`src/rtl/pipe_stall_ctrl.sv`:
```
// pipe_stall_ctrl: load-use hazard detection, multi-cycle EX sequencing and stall/flush arbitration
module pipe_stall_ctrl #(
    parameter int MC_CYCLES = 32,
    parameter int CNT_W     = 16
) (
    input  logic             clk,
    input  logic             rst,
    input  logic             id_reg1_read_i,
    input  logic             id_reg2_read_i,
    input  logic [4:0]       id_reg1_addr_i,
    input  logic [4:0]       id_reg2_addr_i,
    input  logic             ex_wreg_i,
    input  logic [4:0]       ex_wd_i,
    input  logic             ex_is_load_i,
    input  logic             ex_mc_start_i,
    input  logic             flush_i,
    output logic [5:0]       stall_o,
    output logic             flush_o,
    output logic             mc_busy_o,
    output logic             mc_done_o,
    output logic [CNT_W-1:0] stall_cnt_o
);
    typedef enum logic [1:0] {IDLE, BUSY, DONE} state_t;
    state_t state, state_nx;
    logic [5:0] cnt, cnt_nx;
    logic lu, mc_stall;
    always_comb begin
        lu = ex_is_load_i && ex_wreg_i && (ex_wd_i != 5'd0) &&
             ((id_reg1_read_i && id_reg1_addr_i == ex_wd_i) ||
              (id_reg2_read_i && id_reg2_addr_i == ex_wd_i));
        mc_stall = (state == IDLE && ex_mc_start_i) || state == BUSY;
        state_nx = state;
        cnt_nx = cnt;
        if (flush_i) begin
            state_nx = IDLE;
            cnt_nx = 6'd0;
        end else if (state == IDLE) begin
            state_nx = ex_mc_start_i ? BUSY : IDLE;
            cnt_nx = ex_mc_start_i ? 6'(MC_CYCLES - 1) : cnt;
        end else if (state == BUSY) begin
            state_nx = (cnt == 6'd0) ? DONE : BUSY;
            cnt_nx = (cnt == 6'd0) ? cnt : cnt - 6'd1;
        end else begin
            state_nx = IDLE;
        end
        // outputs are held low for the whole time reset is asserted
        stall_o = (rst || flush_i) ? 6'b000000 : mc_stall ? 6'b001111 : lu ? 6'b000111 : 6'b000000;
        flush_o = !rst && flush_i;
        mc_busy_o = !rst && !flush_i && state == BUSY;
        mc_done_o = !rst && !flush_i && state == DONE;
    end
    always_ff @(posedge clk or posedge rst) begin
        if (rst) begin
            state <= IDLE;
            cnt <= 6'd0;
            stall_cnt_o <= '0;
        end else begin
            state <= state_nx;
            cnt <= cnt_nx;
            if (stall_o != 6'b000000 && stall_cnt_o != '1)
                stall_cnt_o <= stall_cnt_o + 1'b1;
        end
    end
endmodule
```
`config.mk`:
```
export PLATFORM = sky130hd
export DESIGN_NAME = pipe_stall_ctrl
export DESIGN_NICKNAME = d
export VERILOG_FILES = /design/src/rtl/pipe_stall_ctrl.sv
export SDC_FILE = /design/constraint.sdc
export NUM_CORES = 1
export LEC_CHECK = 0
export ABC_AREA = 1
export CAP_MARGIN = 10
export CORE_ASPECT_RATIO = 0.6
export CORE_MARGIN = 2
export CORE_UTILIZATION = 52
export DETAILED_ROUTE_END_ITERATION = 7
export PLACE_DENSITY = 0.86
export SLEW_MARGIN = 20
export SYNTH_ARGS = -nofsm -noshare
export SYNTH_HDL_FRONTEND = slang
export SYNTH_SLANG_ARGS = --single-unit
```
`constraint.sdc`:
```
create_clock -name clk -period 2.5 [get_ports clk]
set_input_delay 0.375 -clock clk [delete_from_list [all_inputs] [get_ports clk]]
set_output_delay 0.375 -clock clk [all_outputs]
set_load 0.05 [all_outputs]
```
## Word level (Yosys, flattened, before mapping)

Cells that the tools add are included.

| cells by class | value |
|---|---|
| eq/ne operators | 7 |
| div/mod/pow operators | 0 |
| multiply operators | 0 |
| bitwise logic cells | 0 |
| shift-type cells | 0 |
| reduce and logical (&&, ||, !) cells | 22 |
| add/sub/neg operators | 2 |
| multiplexer cells | 13 |
| order comparisons | 0 |

Operator list:

| kind | number |
|---|---|
| $mux 6 | 5 |
| $add 16x1->16 const B | 1 |
| $ne 16x16->1 const B | 1 |
| $logic_and 1x1->1 | 11 |
| $eq 5x5->1 | 2 |
| $mux 2 | 4 |
| $mux 4 | 2 |
| $logic_not 6->1 | 1 |
| $ne 3x3->1 const B | 2 |
| $reduce_bool 6->1 | 1 |
| $sub 6x1->6 const B | 1 |
| $reduce_bool 5->1 | 1 |
| $logic_or 1x1->1 | 3 |
| $mux 3 | 1 |
| $reduce_and 3->1 | 1 |
| $reduce_bool 3->1 | 1 |
| $eq 2x1->1 const B | 1 |
| $eq 2x2->1 const B | 1 |
| $logic_not 1->1 | 2 |
| $logic_not 2->1 | 1 |
| $mux 1 | 1 |

| storage, ports and cells | value |
|---|---|
| input port bits | 23 |
| output and inout bits | 25 |
| latch bits | 0 |
| bits in writable memories | 0 |
| word-level logic and storage cells | 47 |
| memory bits (read-only) | 0 |
| memories kept | 0 |
| flip-flop bits (word level) | 24 |

## Logic depth before layout (Yosys ltp)

| depth | value |
|---|---|
| word-level depth | 9 |
| gate-level depth with buffers | 12 |
| gate-level depth less buffers | 11 |

## Worst setup path after synthesis

No wires, ideal clock.

| timing path | value |
|---|---|
| path type | flip-flop to flip-flop |
| start point | register stall_cnt_o[0] |
| end point | register stall_cnt_o[7] |
| clock period less this slack | 2.046 ns |
| arrival | 1.926 ns |
| path buffers | 1 |
| library setup time | 0.120 ns |
| path slack | 0.454 ns |
| required time | 2.380 ns |
| cell stages (with the launch flop) | 10 |
| cell sequence | dfrtp_1 > ha_1 > nand3_2 > nor3_4 > nand2_4 > nor2_4 > nand2_4 > buf_2 > nand3_1 > nand2_1 |

| on the way | value |
|---|---|
| longest elaborated chain between the ends | 2 |
| elaborated cells on any way between the ends | 3 |
| classes of those cells | add/sub: 1; eq/ne: 1; reduce/logical: 1 |

Ends and longest elaborated chain:

| element | RTL line | RTL |
|---|---|---|
| start: declaration | 21 | `output logic [CNT_W-1:0] stall_cnt_o` |
| start signal: assignment | 61 | `stall_cnt_o <= stall_cnt_o + 1'b1;` |
| parallel branches: the longest is 2 deep, another holds $add 16x1->16 | n/a |  |

Parallel ways; which one is timed is not known.
A chain may end at the register's enable or synchronous reset.

## Final worst setup path

| timing path | value |
|---|---|
| start point | input port ex_wd_i[3] |
| end point | output port stall_o[2] |

| on the way | value |
|---|---|
| longest elaborated chain between the ends | 7 |
| elaborated cells on any way between the ends | 11 |
| classes of those cells | eq/ne: 2; mux: 3; reduce/logical: 6 |

Ends and longest elaborated chain:

| element | RTL line | RTL |
|---|---|---|
| start: declaration | 13 | `input logic [4:0] ex_wd_i,` |
| $eq 5x5->1, on equally long branches | 29, 30 |  |
| $logic_and 1x1->1, on equally long branches | 29, 30 |  |
| $logic_or 1x1->1 | 29 | `((id_reg1_read_i && id_reg1_addr_i == ex_wd_i) \|\|` |
| $logic_and 1x1->1 * | 28 | `lu = ex_is_load_i && ex_wreg_i && (ex_wd_i != 5'd0) &&` |
| $mux 3 * | 47 | `stall_o = (rst \|\| flush_i) ? 6'b000000 : mc_stall ? 6'b001111 : lu ? 6'b000111 : 6'b000000;` |
| $mux 4 * (2 in a row) | 47 |  |
| end: declaration | 17 | `output logic [5:0] stall_o,` |

Mark *: on every way between the ends. The rest lies on a longest branch, timed or not.

==> run metrics <==
status=finished clean; vias in the first global route=1664; min-delay worst type=in -> async; Die ar.=~0.0038 mm²; achievable frequency=432 MHz; Crit Path Max Fanout=11; port buffer count=45; final period utilization=between 90% and 100%; postcts setup bufs=0; crit path time final=2310 ps; Static Leak=1.20 nW; top post-synthesis cells by area=dfrtp_1, nand2_1, nand3_1; Detailed Route WL=between 4000 and 5000 µm; clock sink count=24; M1 wire length=2050 µm; synthesis-to-layout area growth=33.5%; CTS buffer count=3; DR vias=1740; data required time at the worst endpoint=2120 ps; Simple-Gate Fraction of Synth Area=42.1%; post_cts resized=0; DRT Pass-1 Iters=4; Top Ports=48; final worst setup slack=187 ps; met3 wire len=200 µm; row count=16; Die W=78.1 µm; clk slew on worst S/H paths=80 ps; R2R depth=9; gr ovfl total=0; Clock Latency Late Sink=270 ps; Net count, final=331; GP Congestion=0.877; mux share of post-synthesis cell area=0%; Setup crit end kind=output port; Core Box Area=~0.0032 mm²; antenna-violating nets left=0; Synth Area in XOR/XNOR=6.14%; CTS root buffer=clkbuf_8; Initial Util=53.5%; Synth cell types=23; initial antenna violation count=0; DRC viols=0; Crit Path Class=in -> out; Antenna diodes=0; pre-CTS setup slack=214 ps; synth warn=0; clock skew=1.72 ps; total power=1.34 mW; Critical Path Source Type=primary input; flops & latches, synth=24; Fillers=256; Syn Area/Cell=6.64 µm²; unrepaired setup endpoints after global routing=false; Finished Cell Area=0.00229 mm²; Max Root-Sink Buffers=2; final setup vio count=0; first-pass GRT wire length=7560 µm; DR WL met2=1900 µm; H-Tree Depth=1; slew margin rel.=66.7%; Finished Core Util=71.4%; DP HPWL=3260 µm; final hold vios=0; dpl cell area=0.00221 mm²; complex-gate fraction of the synthesized area=3.21%; sequential-to-total area share from yosys stat=between 30% and 40%; Post-Synth Adder-Cell Area=2.19%; worst endpoint data arrival time=1940 ps; setup tns final=0 ps; Syn Inst Count=258; Die Ht=between 40 and 50 µm; Total GRT Usage=24.8%; flip-flop and latch area=roughly 600 µm²; Vias/cell=4.99; area occupied by multi-input gates=926 µm²; Least-Margin Pin Slew=between 400 and 500 ps; top layer in use=met4; share of layout cells above drive strength 1=under 10%; Pwr Density=588 mW/mm²; largest family of logic cells by synthesized area=simple AND/OR/NAND/NOR gates; worst reg-to-reg setup slack=580 ps; Max VDD drop=0.459 mV; Synth Cell Area=0.00171 mm²; hold_buf cts=0; max cap viols=0; largest net degree at the start of global routing=25; 1st-iter DRT viols=approximately 120; top cell type by total area after synthesis=dfrtp_1; CTS tree=yes; share of the synthesized area in the top cell type=35.1%; Final Slew Violations=0; Routed wire per std cell=12.0 µm
[final cells by class]
type	count	share of cell area [%]
Tap cell	45	2.46
Timing Repair Buffer	48	21.6
Clock inverter	1	1.31
Clock buffer	3	1.81
Inverter	37	6.08
Multi-Input combinational cell	191	40.5
Sequential cell	24	26.3
[report_power, final]
part	internal, mW	switching [mW]
Combinational	0.184	0.318
Sequential	0.440	0.0614
Clock	0.214	0.127
Total	0.838	0.506
[cells in the mapped netlist (all sizes together)]
master	count
dfrtp	24
nand4	6
conb	1
o21ai	6
xnor2	5
o211ai	1
nand2	96
a21oi	1
ha	3
buf	7
inv	37
nor2	29
o22ai	2
nand3	29
xor2	7
nor3	4
[worst max-delay path: stages]
cell and delay [ps]:
clkdlybuf4s50_1 500, inv_1 90, nand2_1 60, nand2_1 40
nor2_1 160, nand3_1 100, nand2_1 80, nand2_1 60
nand2_2 280, buf_12 190
[kinds of logic after synthesis]
logic type / after synthesis
other: 1
adder cells (fa/ha/maj): 3
XOR/XNOR: 12
buffers and inverters: 44
flip-flops: 24
AO/OA/AOI/OAI: 10
AND/OR/NAND/NOR: 164
[registers in the layout (all words and copies together), names as in the netlist]
register     cells
stall_cnt_o     16
cnt              6
state            2
[layer usage]
metal,vias to the layer above,GRT usage [%]
met5,-,0
met1,807,35.4
met4,0,3.80
met2,43,39.7
li1,886,-
met3,4,5.78
[cell usage in the layout (no fill, tap or decap), drive strengths merged]
master          n
nor3            4
o21ai           6
clkbuf          3
o211ai          1
nand2          96
o22ai           2
nor2           29
bufinv          1
xnor2           5
nand4           6
buf            10
conb            2
ha              3
clkdlybuf4s50  38
dfrtp          24
inv            37
a21oi           1
nand3          29
xor2            7
[worst paths after layout]
kind,start,endpoint
setup reg to reg,stall_cnt_o[0],stall_cnt_o[11]
min in group clk,stall_cnt_o[4],stall_cnt_o[4]
setup / recovery,ex_wd_i[3],stall_o[2]
hold / removal,rst,cnt[2]
max in group asynchronous,rst,stall_cnt_o[10]
hold reg to reg,stall_cnt_o[4],stall_cnt_o[4]
[stage by stage]
stage	hold slack, ps	std cells
global route	565	349
global placement	507	345
finish	507	349
detailed placement	510	345
CTS	527	349
floorplan	390	259
No activity file was read; power rests on OpenSTA's default activity.
